File: src/rtl/exu_mem_req.sv
// Execute-stage memory-request issuer: DEPTH-entry queue feeding AXI AR/AW/W, with misalign faults.
// Optional EXU_MEM_REQ_PERF_EN adds saturating stall/full counters reported once per done_o.
module exu_mem_req #(
  parameter int unsigned XLEN   = 32,
  parameter int unsigned DEPTH  = 2,
  parameter int unsigned ADDR_W = 32
) (
  input  logic                       clock,
  input  logic                       reset,
  input  logic                       flush_i,
  input  logic                       req_valid_i,
  output logic                       req_ready_o,
  input  logic                       req_re_i,
  input  logic                       req_we_i,
  input  logic [1:0]                 req_size_i,
  input  logic [ADDR_W-1:0]          req_addr_i,
  input  logic [XLEN-1:0]            req_wdata_i,
  output logic                       arvalid_o,
  input  logic                       arready_i,
  output logic [ADDR_W-1:0]          araddr_o,
  output logic [2:0]                 arsize_o,
  output logic                       awvalid_o,
  input  logic                       awready_i,
  output logic [ADDR_W-1:0]          awaddr_o,
  output logic [2:0]                 awsize_o,
  output logic                       wvalid_o,
  input  logic                       wready_i,
  output logic [XLEN-1:0]            wdata_o,
  output logic [XLEN/8-1:0]          wstrb_o,
  output logic                       done_o,
  output logic                       excp_valid_o,
  output logic                       excp_store_o,
  output logic [ADDR_W-1:0]          excp_addr_o,
  output logic [$clog2(DEPTH):0]     count_o
);

  localparam int unsigned NB = XLEN / 8;
  localparam int unsigned OW = $clog2(NB);
  localparam int unsigned PW = $clog2(DEPTH);
  localparam int unsigned CW = PW + 1;

  typedef enum logic [1:0] {IDLE, ISSUE_R, ISSUE_W, FAULT} state_t;

  logic              q_we    [DEPTH];
  logic              q_mis   [DEPTH];
  logic [1:0]        q_size  [DEPTH];
  logic [ADDR_W-1:0] q_addr  [DEPTH];
  logic [XLEN-1:0]   q_wdata [DEPTH];

  logic [PW-1:0] rd_ptr, wr_ptr, rd_ptr_n, wr_ptr_n;
  logic [CW-1:0] count, count_n;
  state_t        state, state_n;
  logic          aw_done, w_done, aw_done_n, w_done_n;

  logic hs_ar, hs_aw, hs_w, pop_w, pop, keep, push, push_mis;
  logic nh_we, nh_mis;

  logic              h_we;
  logic [1:0]        h_size;
  logic [ADDR_W-1:0] h_addr;
  logic [XLEN-1:0]   h_wdata;

  assign h_we    = q_we[rd_ptr];
  assign h_size  = q_size[rd_ptr];
  assign h_addr  = q_addr[rd_ptr];
  assign h_wdata = q_wdata[rd_ptr];

  assign req_ready_o = (count != CW'(DEPTH));
  assign count_o     = count;

  always_comb begin
    push_mis = 1'b0;
    unique case (req_size_i)
      2'd0:    push_mis = 1'b0;
      2'd1:    push_mis = req_addr_i[0];
      2'd2:    push_mis = |req_addr_i[1:0];
      default: push_mis = (|req_addr_i[2:0]) || (XLEN == 32);
    endcase
  end

  always_comb begin
    hs_ar = (state == ISSUE_R) && arready_i;
    hs_aw = (state == ISSUE_W) && !aw_done && awready_i;
    hs_w  = (state == ISSUE_W) && !w_done && wready_i;
    pop_w = (state == ISSUE_W) && (aw_done || hs_aw) && (w_done || hs_w);
    pop   = hs_ar || pop_w || (state == FAULT);
    // A store with any channel already accepted cannot be retracted, so flush keeps it.
    keep  = (state == ISSUE_W) && !pop_w && (aw_done || w_done || hs_aw || hs_w);
    push  = req_valid_i && req_ready_o && (req_re_i || req_we_i) && !flush_i;
  end

  always_comb begin
    rd_ptr_n  = rd_ptr;
    wr_ptr_n  = wr_ptr;
    count_n   = count;
    aw_done_n = aw_done;
    w_done_n  = w_done;
    nh_we     = 1'b0;
    nh_mis    = 1'b0;
    state_n   = IDLE;
    if (flush_i) begin
      if (keep) begin
        wr_ptr_n  = rd_ptr + PW'(1);
        count_n   = CW'(1);
        aw_done_n = aw_done || hs_aw;
        w_done_n  = w_done || hs_w;
      end else begin
        wr_ptr_n  = rd_ptr;
        count_n   = '0;
        aw_done_n = 1'b0;
        w_done_n  = 1'b0;
      end
    end else begin
      rd_ptr_n = rd_ptr + PW'(pop);
      wr_ptr_n = wr_ptr + PW'(push);
      count_n  = count + CW'(push) - CW'(pop);
      if (pop) begin
        aw_done_n = 1'b0;
        w_done_n  = 1'b0;
      end else begin
        aw_done_n = aw_done || hs_aw;
        w_done_n  = w_done || hs_w;
      end
    end
    // The next head may be the entry being written this very cycle.
    if (push && (wr_ptr == rd_ptr_n)) begin
      nh_we  = req_we_i;
      nh_mis = push_mis;
    end else begin
      nh_we  = q_we[rd_ptr_n];
      nh_mis = q_mis[rd_ptr_n];
    end
    if (count_n == '0)  state_n = IDLE;
    else if (nh_mis)    state_n = FAULT;
    else if (nh_we)     state_n = ISSUE_W;
    else                state_n = ISSUE_R;
  end

  always_ff @(posedge clock or posedge reset) begin
    if (reset) begin
      state   <= IDLE;
      rd_ptr  <= '0;
      wr_ptr  <= '0;
      count   <= '0;
      aw_done <= 1'b0;
      w_done  <= 1'b0;
    end else begin
      state   <= state_n;
      rd_ptr  <= rd_ptr_n;
      wr_ptr  <= wr_ptr_n;
      count   <= count_n;
      aw_done <= aw_done_n;
      w_done  <= w_done_n;
    end
  end

  always_ff @(posedge clock) begin
    if (push) begin
      q_we[wr_ptr]    <= req_we_i;
      q_mis[wr_ptr]   <= push_mis;
      q_size[wr_ptr]  <= req_size_i;
      q_addr[wr_ptr]  <= req_addr_i;
      q_wdata[wr_ptr] <= req_wdata_i;
    end
  end

  logic [7:0]      m8;
  logic [NB-1:0]   bmask;
  logic [XLEN-1:0] dmask;
  logic [OW-1:0]   off;
  logic            head;

  always_comb begin
    unique case (h_size)
      2'd0:    m8 = 8'h01;
      2'd1:    m8 = 8'h03;
      2'd2:    m8 = 8'h0F;
      default: m8 = 8'hFF;
    endcase
    bmask = m8[NB-1:0];
    dmask = '0;
    for (int unsigned i = 0; i < NB; i++) dmask[8*i +: 8] = {8{bmask[i]}};
    off  = h_addr[OW-1:0];
    head = (state != IDLE);
  end

  always_comb begin
    arvalid_o    = (state == ISSUE_R);
    awvalid_o    = (state == ISSUE_W) && !aw_done;
    wvalid_o     = (state == ISSUE_W) && !w_done;
    araddr_o     = head ? h_addr : '0;
    awaddr_o     = head ? h_addr : '0;
    arsize_o     = head ? {1'b0, h_size} : '0;
    awsize_o     = head ? {1'b0, h_size} : '0;
    wstrb_o      = head ? (bmask << off) : '0;
    wdata_o      = head ? ((h_wdata & dmask) << {off, 3'b000}) : '0;
    done_o       = hs_ar || pop_w;
    excp_valid_o = (state == FAULT) && !flush_i;
    excp_store_o = excp_valid_o && h_we;
    excp_addr_o  = excp_valid_o ? h_addr : '0;
  end

`ifdef EXU_MEM_REQ_PERF_EN
  logic [31:0] stall_cnt, full_cnt;
  logic        stalled, blocked;

  assign stalled = (arvalid_o && !arready_i) || (awvalid_o && !awready_i) || (wvalid_o && !wready_i);
  assign blocked = req_valid_i && !req_ready_o;

  always_ff @(posedge clock or posedge reset) begin
    if (reset) begin
      stall_cnt <= '0;
      full_cnt  <= '0;
    end else begin
      if (stalled && (stall_cnt != '1)) stall_cnt <= stall_cnt + 32'd1;
      if (blocked && (full_cnt != '1))  full_cnt  <= full_cnt + 32'd1;
    end
  end

  always_ff @(posedge clock) begin
    if (done_o) $display("exu_mem_req_perf stall=%0d full=%0d", stall_cnt, full_cnt);
  end
`else
  // Counters compiled out; ports and timing unchanged.
`endif

endmodule
File: config.mk
export PLATFORM = sky130hd
export DESIGN_NAME = exu_mem_req
export DESIGN_NICKNAME = d
export VERILOG_FILES = /design/src/rtl/exu_mem_req.sv
export SDC_FILE = /design/constraint.sdc
export NUM_CORES = 1
export LEC_CHECK = 0
export CELL_PAD_IN_SITES_DETAIL_PLACEMENT = 1
export CELL_PAD_IN_SITES_GLOBAL_PLACEMENT = 1
export CORE_MARGIN = 8
export CORE_UTILIZATION = 36
export CTS_CLUSTER_DIAMETER = 60
export DETAILED_ROUTE_END_ITERATION = 7
export PLACE_DENSITY_LB_ADDON = 0.08
export RECOVER_POWER = 25
export SYNTH_ARGS = -nofsm -noshare
export SYNTH_HDL_FRONTEND = slang
export SYNTH_SLANG_ARGS = --single-unit
File: constraint.sdc
create_clock -name clock -period 3.6 [get_ports clock]
set_input_delay 1.08 -clock clock [delete_from_list [all_inputs] [get_ports clock]]
set_output_delay 1.08 -clock clock [all_outputs]
set_load 0.02 [all_outputs]
==> qor.yml, run 1 <==
gr-usage-all-layers: 0.164
wire_per_inst_um: 19.6
start_util: 0.363
ys_seq_area_frac: 0.638
setup_viol: 0
syn2layout_area_growth_pct: 44.0
required_ps: 2520
slowest_delay_ps: 570
drc_errors: 0
instances_no_fill: 987
end_kind: "output port"
outcome: "finished clean"
numCtsBuffers: 17
worstPathCellList: "mux2_1 > buf_4 > nand2_1 > nand2_1 > a211oi_1 > dlygate4sd2_1"
placedCellCount: 954
grt_pass1_vias: 5373
final_cell_area_mm2: 0.00967
clk_path_buf_depth: 2
crit_cells: 6
start_kind: "register"
fp.dieW_um: 153
antenna_found_initial: 4
synth_edf_count: 136
syn-cell-area_mm2: 0.00671
async_flop_share: 0.0556
wl_um: 19400
path_clk_slew_ps: 60
fmax_mhz: 283
antenna_cells: 0
clock-skew-final_ps: 9.18
vias_per_cell: 4.96
die_area_mm2: 0.0233
hold_depth: 2
htreeDepth: 4
dp_worst_setup_slack_ps: -204
ant_nets: 0
crit_top_cell: "nand2_1"
dpl.hpwl_um: 14700
crit_buf_inv: 2
grt_pass1_wl_um: 30000
via_count: 4893
worst_hold_slack_ps: 565
crit_type: "register to output port"
p_leak_nw: 3.80
drive_above_1_share: 0.0916
drv_cap: 0
portBuffers: 219
clock_sinks: 144
synth_cells: 543
total_power_mw: 7.27
overflow: 0
fin_crit_sh: 0.980
cts-root-buf: "clkbuf_16"
slowest_stage: "dfrtp_4"
r2r_cells: 9
first_iter_violations: 232
path_max_fanout: 14
gp_congestion: 0.749
synth-seq-cells: 144
synth.area.top_cells: "edfxtp_1 61%, mux2i_1 10%, nor2_1 6.6%"
ioPinCount: 222
drv_slew: 0
fillers: 1922
finalHoldViolCount: 0
drt_first_pass_iters: 4
layout_setup_ws_ps: 71.3
ys_types: 37
fin_crit_ps: 3530
crit_family: "buffers and inverters"
synth_top_area_share: 0.608
syn_avg_cell_area_um2: 12.4
ys_warn_count: 0
finalSetupTns_ps: 0
place_area_mm2: 0.00906
synth_largest_area_cell: "edfxtp_1"
hold_buffers: 0
finalNetCount: 819
grt_setup_unrepaired: "true"
powerDensity_mw_per_mm2: 752
peakVddDrop_mv: 0.365
die_y_um: 153
cts_tree: "yes"
core_area_mm2: 0.0185
grt_max_degree: 37
crit_arrival_ps: 2450
synth_flop_cell: "edfxtp_1"
min_path_type: "register to register"
clk-insertion-delay-late_ps: 420
fin_util: 0.522
rows: 50
[cell usage after synthesis (2+ instances only)]
master	instances
buf_2	8
nor3_1	4
mux2_2	2
nor4_1	2
o211ai_1	3
dfrtp_1	8
o21ai_1	4
nand2b_1	4
nand3_1	2
nor2b_1	11
clkbuf_1	18
o21ai_0	16
or3_1	5
buf_6	2
a211oi_1	22
a21oi_1	17
buf_4	36
edfxtp_1	136
inv_1	9
ha_1	4
nand2_1	20
mux2i_1	67
xnor2_1	3
o22ai_1	10
nor2_1	118
[sequential cells by signal, summed over array words and instances, names as in the netlist]
signal   flops
q_we         2
q_wdata     64
aw_done      1
wr_ptr       1
rd_ptr       1
w_done       1
q_addr      64
q_mis        2
count_o      2
q_size       4
state        2
[cells in the final DEF, fill, tap and decap left out, types with 3 or more instances in the layout]
cell type | synthesis | layout
a211oi_1 | 22 | 22
a21oi_1 | 17 | 17
buf_12 | 0 | 5
buf_4 | 36 | 15
buf_6 | 2 | 3
bufinv_16 | 0 | 5
clkbuf_16 | 0 | 17
clkbuf_2 | 0 | 5
clkdlybuf4s15_1 | 0 | 9
clkdlybuf4s50_1 | 0 | 101
dfrtp_1 | 8 | 7
dlygate4sd2_1 | 0 | 51
dlygate4sd3_1 | 0 | 49
dlymetal6s2s_1 | 0 | 4
edfxtp_1 | 136 | 136
inv_1 | 9 | 9
inv_6 | 0 | 3
mux2i_1 | 67 | 67
nand2_1 | 20 | 20
nand2b_1 | 4 | 4
nor2_1 | 118 | 117
nor2b_1 | 11 | 11
nor3_1 | 4 | 4
o211ai_1 | 3 | 3
o21ai_0 | 16 | 16
o22ai_1 | 10 | 9
or3_1 | 5 | 4
xnor2_1 | 3 | 3
[cells by family (layout without fill, tap and decap cells)]
kind of cell,count (synthesis),in the layout,synth area share
other,1,2,0.000559
adders and majority gates,4,4,0.00746
DFF,144,144,0.638
xor gates and xnor gates,4,4,0.00522
buffers and inverters,74,283,0.0652
AOI/OAI and AO/OA,79,79,0.0742
muxes,70,70,0.105
and+or+nand+nor,167,167,0.104
[metal layers]
metal  wire (µm)  track usage
met4         186       0.0481
met1        8220        0.187
met5          46            0
met2        9450        0.282
met3        1470       0.0652
[worst register-to-register path: cells and delay by family (launching register included)]
family | cells | cell delay (ps)
fa+ha+maj | 2 | 580
buf+inv | 1 | 40
flops | 1 | 550
simple gates | 2 | 260
compound gates | 4 | 630
[repair_timing]
item,in CTS,in global routing
resized for setup,70,28
pin swaps,1,0
hold endpoints to repair,0,0
buffers inserted,1,0
endpoints found under the setup margin,81,74
[report_power, final]
group | switching [mW] | internal [mW] | total (mW)
combinational | 1.89 | 1.32 | 3.21
sequential | 0.122 | 2.03 | 2.15
clock | 0.676 | 1.23 | 1.91
[final timing paths]
kind,endpoint,slack [ps],start
max,wdata_o[30],70,rd_ptr
min,w_done,560,w_done
max reg2reg,state[1],1410,state[1]
min reg2reg,w_done,560,w_done
max in group asynchronous,rd_ptr,2290,reset
min in group asynchronous,count_o[1],1050,reset
[layout make-up]
cell class | instances | area [µm²] | area share
Sequential cell | 144 | 4290 | 0.443
Tap cell | 234 | 293 | 0.0303
Multi-Input combinational cell | 326 | 2050 | 0.212
Clock inverter | 13 | 209 | 0.0216
Inverter | 9 | 33.8 | 0.00349
Clock buffer | 19 | 433 | 0.0448
Timing Repair Buffer | 242 | 2360 | 0.244
No activity file was read; power rests on OpenSTA's default activity.
==> run 2: changes to the inputs <==
- CAP_MARGIN: default -> 10
==> results of run 2 <==
Final layout, timing and power as in run 1 (identical DEF).
==> run 3: changes to the inputs <==
- CORE_MARGIN: 8 -> default
- MAX_ROUTING_LAYER: default -> met4
==> qor.yml, run 3 (synthesis gave the netlist of run 1 again) <==
p_leak_nw: 3.81  # about the same
crit_type: "register to output port"
final_cell_mix: "136 x edfxtp_1, 117 x nor2_1, 86 x clkdlybuf4s50_1"
power_frac_comb: 0.439  # -0.002
numCtsBuffers: 17  # unchanged
drv_slew: 0  # unchanged
hold_depth: 2  # unchanged
reg_top3: "q_addr x64, q_wdata x64, q_size x4"
place_area_mm2: 0.00908  # +0.18%
peakVddDrop_mv: 0.401  # +9.8%
worstReg2RegStart: "state[0]"
die_y_um: 139  # -9.2%
total_power_mw: 7.25  # -0.25%
reg2reg_to: "state[1]"
wire_per_inst_um: 18.4  # -6.0%
layout_commonest_cell: "edfxtp_1"
finalHoldViolCount: 0  # unchanged
clock-skew-final_ps: 4.95  # -4.24 ps
dpl.hpwl_um: 13400  # -9.1%
ant_nets: 0  # unchanged
clk-insertion-delay-late_ps: 420  # about the same
cts-root-buf: "clkbuf_16"
worstPathCellList: "buf_4 > nor2_1 > a32oi_2 > buf_4 > o22ai_1 > o21ai_1 > nor2_1 > dlygate4sd2_1"
seq_power_share: 0.296  # about the same
syn2layout_area_growth_pct: 43.6
hold_path.startpoint: "aw_done"
worst_slew_pin_slew_ps: 703
internal_power_mw: 4.57  # -0.38%
drc_errors: 26  # +26
fin_crit_sh: 0.974  # -0.00574
power_frac_clock: 0.264  # about the same
first_iter_violations: 210  # -9.5%
grt_max_degree: 42  # +14%
slew-limit-headroom: 0.528
fp.dieW_um: 139  # -9.2%
setup_viol: 0  # unchanged
slowest_delay_ps: 510  # -60 ps
finalNetCount: 823  # +0.49%
core_area_mm2: 0.0181  # -2.0%
fin_util: 0.531  # +0.00914
outcome: "finished, violations left"
clk_path_buf_depth: 2  # unchanged
path_max_fanout: 12  # -2
cts_tree: "yes"
ioPinCount: 222  # unchanged
rows: 49  # -2.0%
wl_um: 18300  # -5.3%
min_path_type: "register to register"
final_cell_area_mm2: 0.00964  # -0.28%
gr-usage-all-layers: 0.204  # +0.0401
grt_setup_unrepaired: "true"
required_ps: 2520  # about the same
gp_congestion: 0.793  # +6.0%
grt_pass1_wl_um: 29200  # -2.5%
slowest_stage: "dfrtp_4"
start_util: 0.370  # +0.00740
drive_above_1_share: 0.124  # +0.0325
holdPathEnd: "aw_done"
placedCellCount: 952  # -0.21%
finalSetupTns_ps: 0  # unchanged
r2r_cells: 9  # unchanged
crit_arrival_ps: 2430  # -20 ps
end_kind: "output port"
clock_sinks: 144  # unchanged
drt_first_pass_iters: 6  # +2
ff2ff_setup_slack_ps: 1460  # +50 ps
violations: "DRC"
start_kind: "register"
htreeDepth: 4  # unchanged
instances_no_fill: 994  # +0.71%
die_area_mm2: 0.0192  # -18%
grt_pass1_vias: 5353  # -0.37%
via_count: 4880  # -0.27%
fin_crit_ps: 3510  # -20.7 ps
portBuffers: 219  # unchanged
p_sw_frac: 0.370  # +0.000850
p_switching_mw: 2.68  # about the same
path_clk_slew_ps: 60  # about the same
drv_cap: 0  # unchanged
fmax_mhz: 285  # +0.59%
antenna_found_initial: 8  # +4
vias_per_cell: 4.91  # -0.97%
powerDensity_mw_per_mm2: 752  # about the same
overflow: 0  # unchanged
startpoint: "rd_ptr"
## run 3: changes by cell type in the layout (fill, tap and decap cells not counted), sizes merged, moves of 4 or more
cell / change
clkdlybuf4s15: +5
dlygate4sd2: -13
diode: +8
clkbuf: +19
buf: +4
clkdlybuf4s50: -15
## run 3: per-layer routing
| layer | vias to the layer above | GRT usage | wire, µm |
|---|---|---|---|
| li1 | 2343 | - | - |
| met1 | 2355 | 0.236 | 8010 |
| met2 | 167 | 0.345 | 8990 |
| met3 | 15 | 0.0556 | 1120 |
| met4 | 0 | 0.0651 | 214 |
| met5 | - | - | 0 |
## run 3: cell type report
| cell class | instances | area, µm² |
|---|---|---|
| sequential | 144 | 4290 |
| inverter | 9 | 33.8 |
| antenna | 8 | 20.0 |
| timing repair buffer | 246 | 2320 |
| fill | 1916 | 8510 |
| tap | 229 | 287 |
| clock buffer | 19 | 433 |
| multi-input combinational | 326 | 2050 |
| clock inverter | 13 | 210 |
## run 3: timing repair
| item | CTS | global route |
|---|---|---|
| setup endpoints to repair | 84 | 46 |
| endpoints found under the hold margin | 0 | 0 |
| setup buffers | 2 | 0 |
| pin swaps | 2 | 1 |
| hold buffers | 0 | 0 |
| resized for setup | 83 | 72 |
## run 3: stage by stage
stage	hold slack, ps	worst slack [ps]
5_1_grt	614	-34.2
4_1_cts	582	1.80
6_report	578	92.0
3_3_place_gp	531	-192
3_5_place_dp	565	-229
2_1_floorplan	506	-222
## run 3: worst max-delay path by stage
stage / end / slack (ps) / depth (start not counted)
after global placement: excp_addr_o[8] / -190 / 6
after global routing: wdata_o[22] / -30 / 8
after detailed placement: excp_addr_o[2] / -230 / 6
after floorplan: q_addr[0][0] / -220 / 5
after CTS: wstrb_o[2] / 2 / 7
final: wdata_o[22] / 90 / 8
## run 3: power by group through the flow
stage               clock [mW]  combinational (mW)  sequential (mW)
CTS                       1.96                3.24             2.15
detailed placement           0                3.31             2.18
global placement             0                3.27             2.16
finish                    1.92                3.19             2.15
floorplan                    0                2.04             2.13
global route              2.02                3.41             2.16
## run 3: worst max-delay path: cells and delay by family (launching register included)
kind	cells	cell delay (ps)
flip-flops	1	510
AND/OR/NAND/NOR	2	130
buffers and inverters	3	760
AO/OA/AOI/OAI	3	600
